### src/rtl/kmeans_pkg.sv
// kmeans_pkg: definitions shared by the k-means datapath blocks.
//   K        - number of clusters (IDs are 2 bits, legal 0..K-1)
//   COORD_W  - coordinate width, unsigned Q8.8
//   CNT_W    - per-cluster point counter width
//   SUM_W    - coordinate accumulator width (>= COORD_W + CNT_W)
//   cluster_id_t - cluster ID type
//   ST_*     - centroid_updater FSM state encoding
package kmeans_pkg;

    localparam int K       = 3;
    localparam int COORD_W = 16;
    localparam int CNT_W   = 16;
    localparam int SUM_W   = 32;

    typedef logic [1:0] cluster_id_t;

    localparam logic [2:0] ST_ACCUM = 3'd0;
    localparam logic [2:0] ST_DIV_X = 3'd1;
    localparam logic [2:0] ST_DIV_Y = 3'd2;
    localparam logic [2:0] ST_EMIT  = 3'd3;
    localparam logic [2:0] ST_CLEAR = 3'd4;

endpackage

### src/rtl/seq_divider.sv
// seq_divider: unsigned restoring divider, one quotient bit per cycle.
// Ports:
//   clk, rst  - clock, asynchronous active-high reset
//   start     - sampled high: load dividend/divisor and begin
//   dividend  - SUM_W-bit numerator
//   divisor   - CNT_W-bit denominator (never zero when started)
//   done      - one-cycle pulse, SUM_W cycles after start is sampled
//   quotient  - floor(dividend / divisor), valid while done is high and
//               held until the next start
module seq_divider #(
    parameter int SUM_W = 32,
    parameter int CNT_W = 16
) (
    input  logic             clk,
    input  logic             rst,
    input  logic             start,
    input  logic [SUM_W-1:0] dividend,
    input  logic [CNT_W-1:0] divisor,
    output logic             done,
    output logic [SUM_W-1:0] quotient
);

    localparam int LW = $clog2(SUM_W + 1);

    logic [CNT_W-1:0] rem;
    logic [CNT_W-1:0] dvs;
    logic [SUM_W-1:0] quo;
    logic [LW-1:0]    left;
    logic             run;

    // One restoring step: shift the next dividend bit into the partial
    // remainder and subtract the divisor if it fits. The remainder stays
    // below the divisor, so CNT_W bits hold it between steps.
    function automatic logic [CNT_W+SUM_W-1:0] div_step(
        input logic [CNT_W-1:0] r,
        input logic [SUM_W-1:0] q,
        input logic [CNT_W-1:0] d
    );
        logic [CNT_W:0] shifted;
        logic           fits;
        shifted = {r, q[SUM_W-1]};
        fits    = (shifted >= {1'b0, d});
        if (fits)
            shifted = shifted - {1'b0, d};
        return {shifted[CNT_W-1:0], q[SUM_W-2:0], fits};
    endfunction

    // The first step is taken on the start edge itself so that the final
    // step lands exactly SUM_W cycles after start.
    always_ff @(posedge clk or posedge rst) begin
        if (rst) begin
            rem  <= '0;
            dvs  <= '0;
            quo  <= '0;
            left <= '0;
            run  <= 1'b0;
            done <= 1'b0;
        end else if (start) begin
            {rem, quo} <= div_step('0, dividend, divisor);
            dvs        <= divisor;
            left       <= LW'(SUM_W - 1);
            run        <= 1'b1;
            done       <= 1'b0;
        end else if (run) begin
            {rem, quo} <= div_step(rem, quo, dvs);
            left       <= left - 1'b1;
            run        <= (left != LW'(1));
            done       <= (left == LW'(1));
        end else begin
            done <= 1'b0;
        end
    end

    assign quotient = quo;

endmodule

### src/rtl/centroid_updater.sv
// centroid_updater: accumulates per-cluster coordinate sums and counts over
// an epoch, then on epoch_done emits each cluster's mean (sum / count)
// using one shared sequential divider, and clears for the next epoch.
// Ports:
//   clk, rst        - clock, asynchronous active-high reset
//   in_valid        - labelled point present this cycle
//   in_cluster      - cluster ID of the point (IDs >= K ignored)
//   in_x, in_y      - point coordinates (unsigned Q8.8)
//   epoch_done      - pulse ending accumulation
//   busy            - update sequence in progress
//   upd_valid       - one-cycle strobe per cluster
//   upd_id          - cluster being updated
//   upd_x, upd_y    - new centroid (0 when the cluster was empty)
//   upd_empty       - cluster had no points this epoch
//   ovf             - a point was dropped on a saturated counter (per epoch)
//   all_done        - pulse in the cycle after the last update
module centroid_updater #(
    parameter int K       = kmeans_pkg::K,
    parameter int COORD_W = kmeans_pkg::COORD_W,
    parameter int CNT_W   = kmeans_pkg::CNT_W,
    parameter int SUM_W   = kmeans_pkg::SUM_W
) (
    input  logic               clk,
    input  logic               rst,
    input  logic               in_valid,
    input  logic [1:0]         in_cluster,
    input  logic [COORD_W-1:0] in_x,
    input  logic [COORD_W-1:0] in_y,
    input  logic               epoch_done,
    output logic               busy,
    output logic               upd_valid,
    output logic [1:0]         upd_id,
    output logic [COORD_W-1:0] upd_x,
    output logic [COORD_W-1:0] upd_y,
    output logic               upd_empty,
    output logic               ovf,
    output logic               all_done
);

    import kmeans_pkg::*;

    localparam logic [2:0] K_LIM  = 3'(K);
    localparam logic [1:0] K_LAST = 2'(K - 1);

    logic [2:0]         state;
    cluster_id_t        k;
    logic [SUM_W-1:0]   sum_x [K];
    logic [SUM_W-1:0]   sum_y [K];
    logic [CNT_W-1:0]   cnt   [K];
    logic               ovf_r;
    logic               div_go;
    logic               div_done;
    logic [SUM_W-1:0]   div_quot;
    logic [SUM_W-1:0]   div_dividend;
    logic [COORD_W-1:0] upd_x_r;
    logic [COORD_W-1:0] upd_y_r;
    logic               upd_empty_r;

    logic               legal_pt;
    cluster_id_t        cid;
    logic               accept_pt;
    logic               dropped_pt;
    logic               nonempty0;
    cluster_id_t        k_next;

    function automatic logic cnt_full(input logic [CNT_W-1:0] c);
        return &c;
    endfunction

    // The mean never exceeds the largest coordinate, so the upper quotient
    // bits are always zero; clamp rather than wrap if that ever breaks.
    function automatic logic [COORD_W-1:0] quot_to_coord(input logic [SUM_W-1:0] q);
        if (|q[SUM_W-1:COORD_W])
            return '1;
        return q[COORD_W-1:0];
    endfunction

    // Accumulate stage: decode the incoming point
    assign legal_pt   = in_valid && ({1'b0, in_cluster} < K_LIM);
    assign cid        = legal_pt ? in_cluster : '0;
    assign accept_pt  = (state == ST_ACCUM) && legal_pt && !cnt_full(cnt[cid]);
    assign dropped_pt = (state == ST_ACCUM) && legal_pt && cnt_full(cnt[cid]);
    // A point arriving with epoch_done counts toward cluster 0's emptiness.
    assign nonempty0  = (cnt[0] != '0) || (accept_pt && (cid == 2'd0));
    assign k_next     = (k == K_LAST) ? k : k + 2'd1;

    // Divide stage: one divider shared across both axes and all clusters
    assign div_dividend = (state == ST_DIV_Y) ? sum_y[k] : sum_x[k];

    seq_divider #(
        .SUM_W (SUM_W),
        .CNT_W (CNT_W)
    ) u_div (
        .clk      (clk),
        .rst      (rst),
        .start    (div_go),
        .dividend (div_dividend),
        .divisor  (cnt[k]),
        .done     (div_done),
        .quotient (div_quot)
    );

    always_ff @(posedge clk or posedge rst) begin
        if (rst) begin
            state       <= ST_ACCUM;
            k           <= '0;
            div_go      <= 1'b0;
            ovf_r       <= 1'b0;
            upd_x_r     <= '0;
            upd_y_r     <= '0;
            upd_empty_r <= 1'b0;
            for (int i = 0; i < K; i++) begin
                sum_x[i] <= '0;
                sum_y[i] <= '0;
                cnt[i]   <= '0;
            end
        end else begin
            // div_go is high only in the first cycle of each DIV state.
            div_go <= 1'b0;
            case (state)
                ST_ACCUM: begin
                    if (accept_pt) begin
                        sum_x[cid] <= sum_x[cid] + SUM_W'(in_x);
                        sum_y[cid] <= sum_y[cid] + SUM_W'(in_y);
                        cnt[cid]   <= cnt[cid] + 1'b1;
                    end
                    if (dropped_pt)
                        ovf_r <= 1'b1;
                    if (epoch_done) begin
                        k <= '0;
                        if (nonempty0) begin
                            state  <= ST_DIV_X;
                            div_go <= 1'b1;
                        end else begin
                            state       <= ST_EMIT;
                            upd_empty_r <= 1'b1;
                            upd_x_r     <= '0;
                            upd_y_r     <= '0;
                        end
                    end
                end
                ST_DIV_X: begin
                    if (div_done) begin
                        upd_x_r <= quot_to_coord(div_quot);
                        state   <= ST_DIV_Y;
                        div_go  <= 1'b1;
                    end
                end
                ST_DIV_Y: begin
                    if (div_done) begin
                        upd_y_r     <= quot_to_coord(div_quot);
                        upd_empty_r <= 1'b0;
                        state       <= ST_EMIT;
                    end
                end
                ST_EMIT: begin
                    if (k == K_LAST) begin
                        state <= ST_CLEAR;
                    end else begin
                        k <= k_next;
                        if (cnt[k_next] != '0) begin
                            state  <= ST_DIV_X;
                            div_go <= 1'b1;
                        end else begin
                            state       <= ST_EMIT;
                            upd_empty_r <= 1'b1;
                            upd_x_r     <= '0;
                            upd_y_r     <= '0;
                        end
                    end
                end
                ST_CLEAR: begin
                    for (int i = 0; i < K; i++) begin
                        sum_x[i] <= '0;
                        sum_y[i] <= '0;
                        cnt[i]   <= '0;
                    end
                    ovf_r <= 1'b0;
                    state <= ST_ACCUM;
                end
                default: state <= ST_ACCUM;
            endcase
        end
    end

    // Output stage: strobes decode directly from the state register
    assign busy      = (state == ST_DIV_X) || (state == ST_DIV_Y) || (state == ST_EMIT);
    assign upd_valid = (state == ST_EMIT);
    assign all_done  = (state == ST_CLEAR);
    assign upd_id    = k;
    assign upd_x     = upd_x_r;
    assign upd_y     = upd_y_r;
    assign upd_empty = upd_empty_r;
    assign ovf       = ovf_r;

endmodule

### config.mk
export PLATFORM = sky130hd
export DESIGN_NAME = centroid_updater
export DESIGN_NICKNAME = d
export VERILOG_FILES = /design/src/rtl/kmeans_pkg.sv /design/src/rtl/seq_divider.sv /design/src/rtl/centroid_updater.sv
export SDC_FILE = /design/constraint.sdc
export NUM_CORES = 1
export LEC_CHECK = 0
export CAP_MARGIN = 20
export CORE_MARGIN = 5
export CORE_UTILIZATION = 40
export DETAILED_ROUTE_END_ITERATION = 8
export GPL_ROUTABILITY_DRIVEN = 0
export PLACE_DENSITY = 0.58
export SKIP_LAST_GASP = 1
export SYNTH_ARGS = -nofsm -noshare
export SYNTH_HDL_FRONTEND = slang
export SYNTH_SLANG_ARGS = --single-unit
export TNS_END_PERCENT = 1
### constraint.sdc
create_clock -name clk -period 15.4 [get_ports clk]
set_input_delay 3.08 -clock clk [delete_from_list [all_inputs] [get_ports clk]]
set_output_delay 3.08 -clock clk [all_outputs]
set_load 0.03 [all_outputs]
# Word level (Yosys, flattened, before mapping)
# Cells that the tools add are included.
[op_classes]
n_addsub = 7
magnitude_cmp = 7
eq_ne = 15
n_mux = 88
bitwise_logic = 3
reduce_logical = 27
[op_table]
columns = ["cell", "count"]
rows = [
  ["two-way mux 32 bit", 12],
  ["one-hot mux 96 bit (2 select lines)", 2],
  ["two-way mux 16 bit", 20],
  ["binary-select mux 32 bit (select 2 bit)", 4],
  ["bitwise mux 96 bit", 2],
  ["two-way mux 96 bit", 2],
  ["binary-select mux 16 bit (select 2 bit)", 3],
  ["one-hot mux 16 bit (3 select lines)", 2],
  ["one-hot mux 48 bit (2 select lines)", 1],
  ["adder 32 x 16 -> 32 bit", 2],
  ["demux 32 bit (select 2 bit)", 1],
  ["bitwise mux 48 bit", 1],
  ["two-way mux 48 bit", 1],
  ["demux 16 bit (select 2 bit)", 1],
  ["nonzero test 16 bit", 2],
  ["two-way mux 1 bit", 19],
  [">= comparator 17 x 16 -> 1 bit", 1],
  ["adder 16 x 1 -> 16 bit, second input constant", 1],
  [">= comparator 1 x 16 -> 1 bit", 1],
  ["AND reduction 16 bit", 1],
  ["OR reduction 16 bit", 1],
  ["subtractor 1 x 16 -> 16 bit", 1],
  ["subtractor 16 bit", 1],
  ["two-way mux 2 bit", 6],
  ["other kinds (30)", 59],
]
[totals]
ff_bits = 352
in_bits = 38
output_inout_bits = 39
word_cells = 169

# Longest topological paths before layout
[logic_depth]
depth_word = 15
mapped_depth = 22
mapped_depth_nobuf = 14

# Cells and area by module
# From an unflattened synthesis, not the netlist that was laid out.
[unflattened]
hier_cells = 2406
area_unflattened_um2 = 21690.8
[by_module_without_submodules]
columns = ["mod", "instances", "cells_per_inst", "area_per_inst_um2", "seq_area_each_um2"]
rows = [
  ["centroid_updater", 1, 1956, 17543.1, 7006.7],
  ["seq_divider", 1, 450, 4147.7, 1801.7],
]

# Worst setup path before layout
# No wires, ideal clock.
[synth_timing]
path_type = "input port to flip-flop"
from = "input port in_cluster[1]"
to = "register sum_y[55] (netlist bit)"
setup_time_ns = 0.069
arrival_time_ns = 7.483
required_time_ns = 15.331
path_slack_ns = 7.847
path_stages = 21
n_path_buf = 9
cell_sequence = "buf_6 > buf_6 > buf_6 > buf_2 > clkbuf_1 > clkbuf_1 > clkbuf_1 > buf_1 > a31oi_1 > o22ai_1 > a21oi_1 > ha_1 > a211oi_1 > o211ai_1 > or4b_1 > a21oi_1 > a2111oi_1 > nor3b_2 > buf_2 > a211o_1 > nand3_1"
[synth_between]
elab_chain_len = 12
elab_cells_between_ends = 25
classes_between = "1 x add/sub; 3 x order compare; 1 x eq/ne; 12 x mux; 1 x bitwise; 7 x reduce/logical"
[synth_lines]
columns = ["element", "line", "source"]
rows = [
  ["from (decl)", "centroid_updater.sv:26", "input logic [1:0] in_cluster,"],
  ["parallel branches: the longest is 12 deep, another holds adder 32 x 16 -> 32 bit", "-", ""],
  ["to (signal, indexed assignment)", "centroid_updater.sv:124", "sum_y[cid] <= sum_y[cid] + SUM_W'(in_y);"],
  ["to (decl)", "centroid_updater.sv:48", "logic [SUM_W-1:0] sum_y [K];"],
]
# Several ways; the timed one is not identified. The select of a mux whose other input is x is not followed.
# A chain may end at the register's enable or synchronous reset.

# Worst setup path in the final report
[layout_timing]
from = "input port in_cluster[1]"
to = "register sum_x[95] (netlist bit)"
[layout_between]
elab_chain_len = 12
elab_cells_between_ends = 25
classes_between = "1 x add/sub; 3 x order compare; 1 x eq/ne; 12 x mux; 1 x bitwise; 7 x reduce/logical"
[layout_lines]
columns = ["element", "line", "source"]
rows = [
  ["parallel branches: the longest is 12 deep, another holds adder 32 x 16 -> 32 bit", "-", ""],
  ["to (signal, indexed assignment)", "centroid_updater.sv:123", "sum_x[cid] <= sum_x[cid] + SUM_W'(in_x);"],
  ["to (decl)", "centroid_updater.sv:47", "logic [SUM_W-1:0] sum_x [K];"],
]
# Several ways; the timed one is not identified. The select of a mux whose other input is x is not followed.

==> out/metrics.yaml <==
outcome: "finished clean"
n_antenna_cell: 0
p_leak_nw: 10.40
worst_clock_skew_ns: 0.01577
drt-pass1-iter-count: 6
slew_viol_final: 0
yosys-top-cells-area: "dfrtp_1 40%, o21ai_0 6.5%, nand3_1 6.3%"
final.period_utilization_pct: 50.53
cts_resized: 0
start_util_pct: 40.19
min_path_type: "reg -> reg"
rows: 86
cts_tree: "yes"
reg2reg_depth: 14
required_ns: 15.82
grt_start_max_net_pins: 123
cap_violations: 0
cts_buffers: 43
synth_top_area_share_pct: 40.02
io_buffers: 76
dp_slack_ns: 7.203
synthCells: 2486
hold_depth: 1
vias: 19630
h-tree-depth: 2
drt_wl_total_mm: 68.82
viasPerCell: 6.186
use_met3_pct: 3.410
cts.path.max_buffers: 3
yosysTopAreaCell: "dfrtp_1"
final_antenna_net_count: 0
fillers: 5249
nNetsFinal: 2540
fin_hold_ws_ns: 0.4894
p_total_w: 0.004790
die_x_um: 244.6
synth_nets: 2590
ys_ff_latch: 352
track_usage_pct: 22.19
ir_drop_v: 0.00008479
worst-slew-pin-transition_ns: 1.090
holdBufCountCts: 0
crit_type: "in -> reg"
drive_above_1_share_pct: 8.988
mostFrequentLayoutCell: "dfrtp_1"
post_cts_buffers: 0
cp_num_cells: 15
clk-insertion-delay-late_ns: 0.58
crit_slowest_cell: "a21oi_1"
crit_chain: "buf_4, clkinv_2, buf_4, nand3_1, a21oi_1, a221o_1, ha_1, o211ai_1, o21ai_0, o211ai_1, a21o_1, a21oi_1, o2111ai_1, xor2_1, o21ai_0"
antenna_found_initial: 0
rsz0062_at_grt: "false"
critPathMaxStageDelay_ns: 0.81
slew_headroom_pct: 27.34
power_density_nw_per_um2: 194.5
clock_sinks: 352
hold_viol_final: 0
met2_usage_pct: 34.76
synth_warnings: 0
ys_seq_area_share_pct: 40.02
netlist_area_um2: 22010
cp_data_arrival_time_ns: 8.20
die-area_um2: 59820
synth_edf_count: 0
fp.dieH_um: 244.6
endpoint_kind: "register"
synthFlopType: "dfrtp_1"
area.growth.synth_to_final_pct: 11.89
final_cell_mix: "349 x dfrtp_1, 286 x o21ai_0, 277 x nand3_1"
crit_buf_inv: 3
setup_viol: 0
drc: 0
fin_crit_ns: 7.782
clk_pin_slew_ns: 0.06
overflow: 0
ios: 77
cp_top_family: "compound AO/OA/AOI/OAI gates"
drt-initial-drc-count: 1698
synth_cell_types: 88
first_global_vias: 18510
instances_no_fill: 3174
syn_avg_cell_area_um2: 8.854
gr-max-usage-layer: "met2"
clock-root-buffer: "clkbuf_16"
core-area_um2: 54770
grt_use_met1_pct: 31.96
wl_per_cell_um: 21.68
hpwl_mm: 43.96
setup_ws_ns: 7.618
cp-start-kind: "input pin"
timing.fmax_mhz: 128.5
async_reset_ff_share_pct: 100.0
cp_max_fo: 63
finalSetupTns_ns: 0
grt_first_pass_wirelength_mm: 107.7
placedCellCount: 3091
-- area by class of cell --
| class | instances | area (um2) | share of cell area, % |
|---|---|---|---|
| clock inverters | 15 | 226.5 | 0.9195 |
| well taps | 704 | 880.8 | 3.577 |
| inverters | 93 | 357.8 | 1.453 |
| multi-input cells | 1838 | 12000 | 48.73 |
| clock buffers | 64 | 1296 | 5.263 |
| flip-flops and latches | 352 | 8812 | 35.78 |
| repair buffers | 108 | 1054 | 4.278 |
-- cells in the mapped netlist, types with 8 or more instances --
master     count
o22a_1        21
o22ai_1       74
a21oi_1      172
o221ai_1      32
nor4_1        24
buf_6          8
nand3_1      279
xnor2_1       52
a211oi_1      18
a22oi_1       12
a31o_2        11
dfrtp_1      352
nor2_1       164
nor3b_1       24
buf_1         28
nor2b_1       44
o21a_1        11
inv_1         89
xor2_1        36
nand4_1       21
a221oi_1      18
nor3_1        20
o2bb2ai_1     16
a211o_1        8
mux4_2        32
mux2_2        28
a31oi_1       40
o211ai_1      14
nand2_1      142
mux2i_1       32
a21o_1        26
buf_2         41
ha_1          63
clkbuf_1     119
o21ai_0      287
-- through the flow --
step                util (%)  area, um2
finish                 44.97      24630
global route           44.97      24630
CTS                    44.80      24540
detailed placement     42.02      23020
global placement       42.02      23020
floorplan                  -      22010
-- worst paths after layout --
path,slack (ns),startpoint,endpoint
min,0.49,upd_x[0],upd_x[0]
max in group asynchronous,10.97,rst,u_div.quotient[27]
min in group asynchronous,3.07,rst,ovf
max reg2reg,10.96,upd_id[1],u_div.rem[11]
min reg2reg,0.49,upd_x[0],upd_x[0]
max,7.62,in_cluster[1],sum_x[95]
-- registers in the layout, indices dropped and copies added, names as in the netlist --
name / cells
sum_x: 96
cnt: 48
u_div.done: 1
sum_y: 96
u_div.left: 6
ovf: 1
u_div.dvs: 16
upd_y: 16
upd_empty: 1
u_div.run: 1
upd_x: 16
div_go: 1
u_div.quotient: 32
upd_id: 2
state: 3
u_div.rem: 16
-- power breakdown --
group | switching [W] | total [W] | internal, W | leakage (nW)
Clock | 0.000426 | 0.00109 | 0.000667 | 0.740
Sequential | 0.000383 | 0.00169 | 0.00130 | 4.48
Combinational | 0.00118 | 0.00201 | 0.000833 | 5.18
Total | 0.00199 | 0.00479 | 0.00280 | 10.4
-- kinds of logic (layout without fill, tap and decap cells) --
family	after synthesis	after routing	synth area share [%]
muxes	93	93	6.213
and+or+nand+nor	782	782	18.00
buffers and inverters	296	280	5.679
xor gates and xnor gates	88	88	3.502
adders and majority gates	66	66	3.854
DFF	352	352	40.02
AOI/OAI and AO/OA	809	809	22.74
-- layer usage --
| metal | wire length (um) | share of wire (%) |
|---|---|---|
| met5 | 0 | 0 |
| met4 | 1868 | 2.7 |
| met3 | 4637 | 6.7 |
| met2 | 31160 | 45 |
| met1 | 31150 | 45 |
No activity file was read; power rests on OpenSTA's default activity.
==> RTL edit, RTL diff (same settings) <==
Put one more register stage on the output `ovf`, cleared by the reset. The value now appears one clock later. The other outputs are not delayed to match.
--- a/src/rtl/centroid_updater.sv
+++ b/src/rtl/centroid_updater.sv
@@ -192,5 +192,11 @@
     assign upd_y     = upd_y_r;
     assign upd_empty = upd_empty_r;
-    assign ovf       = ovf_r;
+    always_ff @(posedge clk or posedge rst) begin
+        if (rst) begin
+            ovf <= '0;
+        end else begin
+            ovf <= ovf_r;
+        end
+    end
 
 endmodule
Function: not settled (the Yosys comparison gave no result); the edit may change what the design does.
==> RTL edit against the original RTL <==
- synthesized area up 0.11%
- combinational power hardly changed
- sequential share of layout area rose by 0.17 points
- setup slack got worse by 380 ps
- via count down 0.58%
- sequential cell count increased by 1
- total power is 0.29% lower
- wire length shrank 0.58%
- synthesized cell count is essentially flat
- design area shrank 0.20%
- global-route usage hardly changed
- critical endpoint is now sum_x[85]$_DFFE_PP0P_
- largest power group unchanged
==> RTL edit: results (changes against the original RTL) <==
Number of stages on the worst hold path: 0 (-1). The data arrival time of the critical path is 8550 ps (+350 ps), and the count of filler cells inserted in the layout is 5252 (+0.057%). The setup slack of the most critical reg-to-reg path was 10950 ps (about the same); the largest net degree at the start of global routing was 173 (+41%). The internal power consumption is 0.00279 W (-0.53%), and the non-clock buffer total of the final layout is 106 (-1.9%).

The fraction of final layout cells with drive strength greater than 1 is 0.0865 (-0.00340). The via density per instance was 6.16 (-0.36%). The run gives 44100 um (+0.22%) as the post-DP HPWL. The startpoint identified for the worst hold timing path is ovf_r$_DFFE_PP0P_.

For the DRC violation total after the first TritonRoute iteration, the log shows 1956 (+15%). The multi-input combinational cell count was 1838 (unchanged). The overall track demand over capacity in global routing is 0.222 (about the same), and the combinational logic power is 0.00201 W (about the same). The tools report the layout clock buffer count as 61 (-4.7%). The logs give 4900 um (+5.6%) for the sum of met3 wire segment lengths after detailed routing and 0.357 (+0.005) for the sequential share of power. Maximum fanout count along the critical path: 68 (+7.9%). Sorting the synthesized cells by area gives the leading types as sky130_fd_sc_hd__dfrtp_1 40%, sky130_fd_sc_hd__o21ai_0 6.5%, sky130_fd_sc_hd__nand3_1 6.3%, sky130_fd_sc_hd__a21oi_1 3.9%, sky130_fd_sc_hd__ha_1 3.6%. The power share of the clock group is 0.222 (-0.006), and the leakage power summed over all cells is 10.4 nW (-0.11%). The final layout net count was 2539 (-0.039%); the first-pass GRT wire length was 108000 um (+0.61%). By count the netlist is led by 353 x sky130_fd_sc_hd__dfrtp_1, 287 x sky130_fd_sc_hd__o21ai_0, 279 x sky130_fd_sc_hd__nand3_1. The worst hold path terminates at ovf$_DFF_PP0_. The run finished with clean final reports. The number of flip-flops and latches is 353 (+0.28%), and the maximum vdd ir drop is 104 uV (+23%). The met3 layer usage reported by global route was 0.0357 (+0.00162); the met2 layer wire length in the routed design was 31200 um (+0.27%). The met1 track utilization from global routing is 0.323 (+0.00336). The worst hold slack after final layout was 473 ps (-16.3 ps); the fraction of area in registers was 0.360 (+0.00173). Relative area of clock buffers and inverters in the final design: 0.0590 (-0.00278). Part of the Yosys area used for sequential elements: 0.401 (+0.000704). The tools report the synthesized net count as 2591 (+0.039%). The worst clock skew was 16.4 ps (+0.595 ps); the area of placed instances was 0.0230 sq mm (+0.13%). The largest stage delay on the critical path works out to 690 ps (-120 ps).

The via count of the first global-routing pass is 18700 (+0.84%), and the depth of the worst register-to-register path is 13 (-1). Tracing the worst setup path back leads to its startpoint at in_cluster[1]. The tools report the last element of the critical path as sum_x[85]$_DFFE_PP0P_.
[RTL edit: changes by cell type after synthesis]
cell	change
sky130_fd_sc_hd__clkbuf_1	-1
sky130_fd_sc_hd__dfrtp_1	+1
sky130_fd_sc_hd__buf_1	+2
sky130_fd_sc_hd__buf_2	-1
[RTL edit: per-stage QoR]
step                setup WS, ps  utilization  cells
finish                      7240        0.448   3167
detailed placement          6870        0.420   3091
floorplan                   2530            -   2487
global route                6950        0.448   3167
global placement            7000        0.420   3090
CTS                         7430        0.446   3164
[RTL edit: cells by family (layout without fill, tap and decap cells)]
family	count (synthesis)	count (layout)	share of synthesized area
xor gates and xnor gates	88	88	0.0350
DFF	353	353	0.401
and+or+nand+nor	782	782	0.180
buffers and inverters	296	272	0.0567
AOI/OAI and AO/OA	809	809	0.227
adders and majority gates	66	66	0.0385
muxes	93	93	0.0621
